===== src/rtl/hwpf_stride_snooper_array.sv =====
// hwpf_stride_snooper_array
// Array of NB_SNOOPERS window snoopers. Each entry holds a base cache line and
// watches NB_PORTS request ports for lines in [base, base+WINDOW_LINES) (modulo
// 2^NLINE_W). Hits are counted per entry; when the count reaches the shared
// threshold, the entry raises a level trigger toward the stride prefetch engine.
// An acknowledge slides the window forward by WINDOW_LINES and re-arms the entry.
//
// Optional build macro: HWPF_SNOOPER_PERF_CNT_EN
//   defined   -> perf_match_cnt_o counts (entry, port) hit pairs, wraps at 2^32
//   undefined -> perf_match_cnt_o is tied to zero, no counter flops
//
// Per-entry FSM state is held in state_q[] (IDLE / ARMED / TRIGGERED) so
// checkers can bind to it directly.
//
// Handshake: trigger_o[i] is a level that stays high while entry i is
// TRIGGERED; the engine pulses trigger_ack_i[i] for one cycle to consume it,
// and trigger_o[i] drops on the following cycle. Acks seen while the entry is
// not TRIGGERED are ignored.
module hwpf_stride_snooper_array #(
  parameter int NLINE_W      = 40,
  parameter int NB_SNOOPERS  = 4,
  parameter int NB_PORTS     = 2,
  parameter int WINDOW_LINES = 4,
  parameter int CNT_W        = 4,
  localparam int IDX_W       = (NB_SNOOPERS > 1) ? $clog2(NB_SNOOPERS) : 1
) (
  input  logic                            clk_i,
  input  logic                            rst_i,
  input  logic                            cfg_valid_i,
  input  logic [IDX_W-1:0]                cfg_idx_i,
  input  logic                            cfg_en_i,
  input  logic [NLINE_W-1:0]              cfg_base_i,
  input  logic [CNT_W-1:0]                threshold_i,
  input  logic [NB_PORTS-1:0]             snoop_valid_i,
  input  logic [NB_PORTS*NLINE_W-1:0]     snoop_nline_i,
  input  logic [NB_SNOOPERS-1:0]          trigger_ack_i,
  output logic [NB_SNOOPERS-1:0]          match_o,
  output logic [NB_SNOOPERS-1:0]          trigger_o,
  output logic [NB_SNOOPERS*NLINE_W-1:0]  base_o,
  output logic [31:0]                     perf_match_cnt_o
);

  localparam int INC_W = $clog2(NB_PORTS + 1);
  localparam int SUM_W = CNT_W + INC_W;

  typedef enum logic [1:0] {
    ST_IDLE      = 2'd0,
    ST_ARMED     = 2'd1,
    ST_TRIGGERED = 2'd2
  } state_e;

  state_e                  state_q [NB_SNOOPERS];
  state_e                  state_d [NB_SNOOPERS];
  logic [CNT_W-1:0]        cnt_q   [NB_SNOOPERS];
  logic [CNT_W-1:0]        cnt_d   [NB_SNOOPERS];
  logic [NLINE_W-1:0]      base_q  [NB_SNOOPERS];
  logic [NLINE_W-1:0]      base_d  [NB_SNOOPERS];
  logic [NB_SNOOPERS-1:0]  match_q;
  logic [NB_SNOOPERS-1:0]  match_d;

  logic [NB_PORTS-1:0]     hit     [NB_SNOOPERS];
  logic [INC_W-1:0]        inc     [NB_SNOOPERS];
  logic [CNT_W-1:0]        thr_eff;

  // A zero threshold behaves like one so an armed entry never fires without a hit.
  always_comb begin
    thr_eff = threshold_i;
    if (threshold_i == '0) thr_eff = CNT_W'(1);
  end

  // Window hit detection: unsigned modular offset from each base, per port.
  always_comb begin
    logic [NLINE_W-1:0] offset;
    offset = '0;
    for (int i = 0; i < NB_SNOOPERS; i++) begin
      inc[i] = '0;
      for (int p = 0; p < NB_PORTS; p++) begin
        offset    = snoop_nline_i[p*NLINE_W +: NLINE_W] - base_q[i];
        hit[i][p] = snoop_valid_i[p] && (state_q[i] != ST_IDLE) &&
                    (offset < NLINE_W'(WINDOW_LINES));
        inc[i]    = inc[i] + INC_W'(hit[i][p]);
      end
    end
  end

  // Per-entry next state: cfg write beats ack, ack beats snoop counting.
  always_comb begin
    logic [SUM_W-1:0] sum;
    sum = '0;
    for (int i = 0; i < NB_SNOOPERS; i++) begin
      state_d[i] = state_q[i];
      cnt_d[i]   = cnt_q[i];
      base_d[i]  = base_q[i];
      // Match reflects this cycle's hits against the current base/state.
      match_d[i] = |hit[i];
      sum        = SUM_W'(cnt_q[i]) + SUM_W'(inc[i]);

      if (cfg_valid_i && (cfg_idx_i == IDX_W'(i))) begin
        cnt_d[i] = '0;
        if (cfg_en_i) begin
          base_d[i]  = cfg_base_i;
          state_d[i] = ST_ARMED;
        end else begin
          state_d[i] = ST_IDLE;
        end
      end else begin
        unique case (state_q[i])
          ST_ARMED: begin
            if (sum > SUM_W'({CNT_W{1'b1}})) cnt_d[i] = {CNT_W{1'b1}};
            else                             cnt_d[i] = sum[CNT_W-1:0];
            // Requires a hit this cycle, so a lowered threshold fires on the next hit.
            if ((inc[i] != '0) && (sum >= SUM_W'(thr_eff))) state_d[i] = ST_TRIGGERED;
          end
          ST_TRIGGERED: begin
            if (trigger_ack_i[i]) begin
              base_d[i]  = base_q[i] + NLINE_W'(WINDOW_LINES);
              cnt_d[i]   = '0;
              state_d[i] = ST_ARMED;
            end
          end
          default: ;
        endcase
      end
    end
  end

  // Entry state registers with synchronous reset.
  always_ff @(posedge clk_i) begin
    if (rst_i) begin
      for (int i = 0; i < NB_SNOOPERS; i++) begin
        state_q[i] <= ST_IDLE;
        cnt_q[i]   <= '0;
        base_q[i]  <= '0;
      end
      match_q <= '0;
    end else begin
      for (int i = 0; i < NB_SNOOPERS; i++) begin
        state_q[i] <= state_d[i];
        cnt_q[i]   <= cnt_d[i];
        base_q[i]  <= base_d[i];
      end
      match_q <= match_d;
    end
  end

  assign match_o = match_q;

  for (genvar g = 0; g < NB_SNOOPERS; g++) begin : g_out
    assign trigger_o[g]                   = (state_q[g] == ST_TRIGGERED);
    assign base_o[g*NLINE_W +: NLINE_W]   = base_q[g];
  end

`ifdef HWPF_SNOOPER_PERF_CNT_EN
  logic [31:0] perf_q;
  logic [31:0] perf_d;

  // Accumulate every (entry, port) hit pair; wraps naturally at 2^32.
  always_comb begin
    perf_d = perf_q;
    for (int i = 0; i < NB_SNOOPERS; i++) begin
      for (int p = 0; p < NB_PORTS; p++) begin
        perf_d = perf_d + 32'(hit[i][p]);
      end
    end
  end

  // Performance counter register.
  always_ff @(posedge clk_i) begin
    if (rst_i) perf_q <= '0;
    else       perf_q <= perf_d;
  end

  assign perf_match_cnt_o = perf_q;
`else
  assign perf_match_cnt_o = 32'd0;
`endif

endmodule


===== config.mk =====
export PLATFORM = sky130hd
export DESIGN_NAME = hwpf_stride_snooper_array
export DESIGN_NICKNAME = d
export VERILOG_FILES = /design/src/rtl/hwpf_stride_snooper_array.sv
export SDC_FILE = /design/constraint.sdc
export NUM_CORES = 2
export LEC_CHECK = 0
export CAP_MARGIN = 20
export CORE_ASPECT_RATIO = 0.75
export CORE_MARGIN = 1
export CORE_UTILIZATION = 35
export CTS_BUF_LIST = sky130_fd_sc_hd__clkbuf_2 sky130_fd_sc_hd__clkbuf_4 sky130_fd_sc_hd__clkbuf_8
export CTS_CLUSTER_DIAMETER = 30
export CTS_CLUSTER_SIZE = 20
export DETAILED_ROUTE_END_ITERATION = 7
export PLACE_DENSITY = 0.55
export SETUP_SLACK_MARGIN = 0.05
export SYNTH_ARGS = -nofsm -noshare
export SYNTH_HDL_FRONTEND = slang
export SYNTH_SLANG_ARGS = --single-unit

===== constraint.sdc =====
create_clock -name clk_i -period 14.04 [get_ports clk_i]
set_input_delay 2.106 -clock clk_i [delete_from_list [all_inputs] [get_ports clk_i]]
set_output_delay 2.106 -clock clk_i [all_outputs]
set_load 0.02 [all_outputs]

==> metrics.csv <==
stage,metric,value,unit
status,run_status,"complete, no violations",
min_path,worstHoldStart,cnt_q[2][0],
yosys,synth_top_cell_area_share,14.95,%
drt,first_pass_iters,6,
worst_setup_path,crit_arrival,9.44,ns
placement,io_buffer_count,303,
global_route,grt_first_pass_wirelength,228800,um
timing,finClkSkew,0.02246,ns
min_path,min_path_cells,2,
drt,ant_nets,0,
floorplanning,initial_core_util,35.66,%
worst_setup_path,reg2reg_setup_slack,6.99,ns
power,pwr_density_cell,61.55,nW/um^2
cts,clockBufferDepth,2,
floorplanning,dieHeight,251.1,um
yosys,synth-seq-area-share,13.00,%
cts,cts_tree,built,
timing,hold_viol_final,0,
drt,via_per_inst,6.418,
yosys,synth_area_leaders,"ha_1 (15%), dfxtp_1 (13%), a21oi_1 (7.4%), nand2_1 (5.3%), o21ai_0 (5.1%)",
finish,design_area,33390,um^2
power,ir_drop,84.90,uV
timing,slew_viol_final,0,
cts,cts_buffers,17,
drt,wl_per_cell,30.12,um
worst_setup_path,cp.required,14.60,ns
placement,gp_congestion,1.028,
timing,fin_crit_sh,63.25,%
finish,layout_commonest_cell,a21oi_1,
drt,wirelength,165100,um
yosys,synth_top_area_cell,ha_1,
cts,cts_resized,0,
cts,post_cts_buffers,0,
worst_setup_path,cp-end-kind,flop,
yosys,netlist-cell-type-count,106,
yosys,ys_warn_count,0,
timing,slew-limit-headroom,25.15,%
global_route,overflow,0,
cts,path_clk_slew,0.14,ns
worst_setup_path,path_class,in -> reg,
timing,clock.fmax,0.1126,GHz
placement,place_ws,4.786,ns
floorplanning,fp.dieW,334.1,um
worst_setup_path,reg2reg_depth,24,
worst_setup_path,r2r_end,state_q[0][0],
yosys,synth_ff_type,dfxtp_1,
cts,clock-sinks,188,
global_route,grt_max_degree,82,
floorplanning,fp-row-count,90,
timing,tightest_slew,1.119,ns
placement,hpwlAfterDp,126400,um
cts,htreeDepth,4,
finish,fin_nets,4843,
drt,num_vias,35180,
finish,finish.utilization,41.12,%
yosys,synth-edff-count,0,
floorplanning,ioPinCount,336,
floorplanning,core,81190,um^2
finish,drive_gt1_share,3.868,%
timing,setup_viol,0,
drt,drc,0,
placement,placed_area,32930,um^2
finish,fin_cells,5482,
global_route,antenna_found_initial,16,
min_path,min_to,cnt_q[2][0],
drt,drt_iter0_markers,4710,
yosys,ys_async_sr_fraction,0,%
timing,fin_setup_tns,0,ns
yosys,synth-seq-cells,188,
placement,dp.cells,5442,
timing,setup_ws,5.159,ns
floorplanning,die-area,83880,um^2
yosys,syn_avg_cell_area,6.961,um^2
power,p_leak,12.18,nW
global_route,track_usage,37.88,%
yosys,netlist_area,28950,um^2
cts,clk_latency,0.64,ns
worst_setup_path,startpoint_type,input pin,
min_path,hp-class,reg -> reg,
finish,area_delta_synth_final,15.33,%
worst_setup_path,crit_path_max_fanout,4,
finish,final_cell_mix,"a21oi_1 (425), nand2_1 (409), nor2_1 (349), ha_1 (346), clkdlybuf4s50_1 (301)",
yosys,synth_cells,4159,
cts,cts-hold-fix-buffers,0,
job,cap_violations,0,
global_route,grt_pass1_vias,30950,
worst_setup_path,r2r_start,base_q[0][31],
cts,cts-root-buf,clkbuf_8,
timing,rsz0062_at_grt,false,
timing,min_period,8.881,ns
## metal layers
metal / GRT usage, % / wire, um / share of wire, % / up-vias
li1: - / - / - / 15920
met1: 51.36 / 70430 / 43 / 16690
met2: 49.75 / 61700 / 37 / 2237
met3: 15.69 / 23510 / 14 / 323
met4: 20.21 / 9378 / 5.7 / 12
met5: 1.438 / 75 / 0.045 / -
## layout make-up
cell class	count	area, um^2
Multi-Input combinational cell	3555	23490
Timing Repair Buffer	347	3359
Inverter	248	930.9
Fill cell	8601	47800
Antenna cell	9	22.52
Tap cell	1104	1381
Clock buffer	19	249.0
Clock inverter	12	185.2
Sequential cell	188	3764
## synthesized netlist by cell type, types with 47 or more instances
cell / count
o21ai_0: 296
and3_1: 47
clkbuf_1: 153
nor2_1: 351
dfxtp_1: 188
nor3_1: 112
nand4_1: 113
a221oi_1: 49
xnor2_1: 129
inv_1: 248
xor2_1: 79
a21o_1: 130
nor4_1: 52
a21oi_1: 426
nand3_1: 125
ha_1: 346
nand2_1: 409
a31oi_1: 68
nand2b_1: 48
a211oi_1: 85
## per-stage QoR
stage	power [mW]	hold slack [ns]
floorplan	1.193	0.4362
global placement	1.564	0.4474
detailed placement	1.550	0.4550
CTS	2.014	0.4734
global route	2.132	0.4909
finish	2.055	0.4722
## kinds of logic after synthesis
family	Yosys count	synth area share, %
AOI/OAI and AO/OA	1463	33.02
buffers and inverters	447	6.327
muxes	38	1.379
DFF	188	13.00
other	1	0.01295
xor gates and xnor gates	209	6.349
adders and majority gates	350	15.23
and+or+nand+nor	1463	24.68
## worst max-delay path: stages
cell and delay [ns]:
clkdlybuf4s50_1 0.97, ha_1 0.61, a21oi_1 0.26, o21ai_0 0.24, a22oi_1 0.30, o2111ai_1 0.20, nor4_1 0.43, nand4b_1 0.13
or4_1 0.54, nor4_1 0.49, o2111ai_1 0.19, nor4_1 0.30, nand4_1 0.16, nor4_1 0.31, ha_1 0.29, ha_1 0.21
fa_1 0.45, xor2_1 0.18, ha_1 0.29, nor2b_1 0.12, o21ai_0 0.15, nand3b_1 0.10, nand3b_1 0.12, o211ai_1 0.11
a21oi_1 0.18
## report_power, final
group          internal (mW)  switching [mW]  leakage [nW]
Clock                  0.200           0.269         0.224
Combinational          0.357           0.661          10.4
Sequential             0.546          0.0225          1.52
Total                   1.10           0.953          12.2
## sequential cells by signal, summed over array words and instances (netlist names)
name,count
cnt_q,16
match_o,4
state_q,8
base_q,160
## how the worst max path moves through the flow
stage,start,slack [ns],cells past startpoint,to
4_1_cts,snoop_nline_i[62],5.45,25,state_q[0][0]
6_report,snoop_nline_i[62],5.16,25,state_q[0][0]
5_1_grt,snoop_nline_i[62],4.71,25,state_q[0][0]
2_1_floorplan,snoop_nline_i[2],6.88,23,state_q[0][6]
3_3_place_gp,snoop_nline_i[62],4.74,25,state_q[0][0]
3_5_place_dp,snoop_nline_i[62],4.79,25,state_q[0][0]
Note: power is estimated with default switching activity, not from simulation.
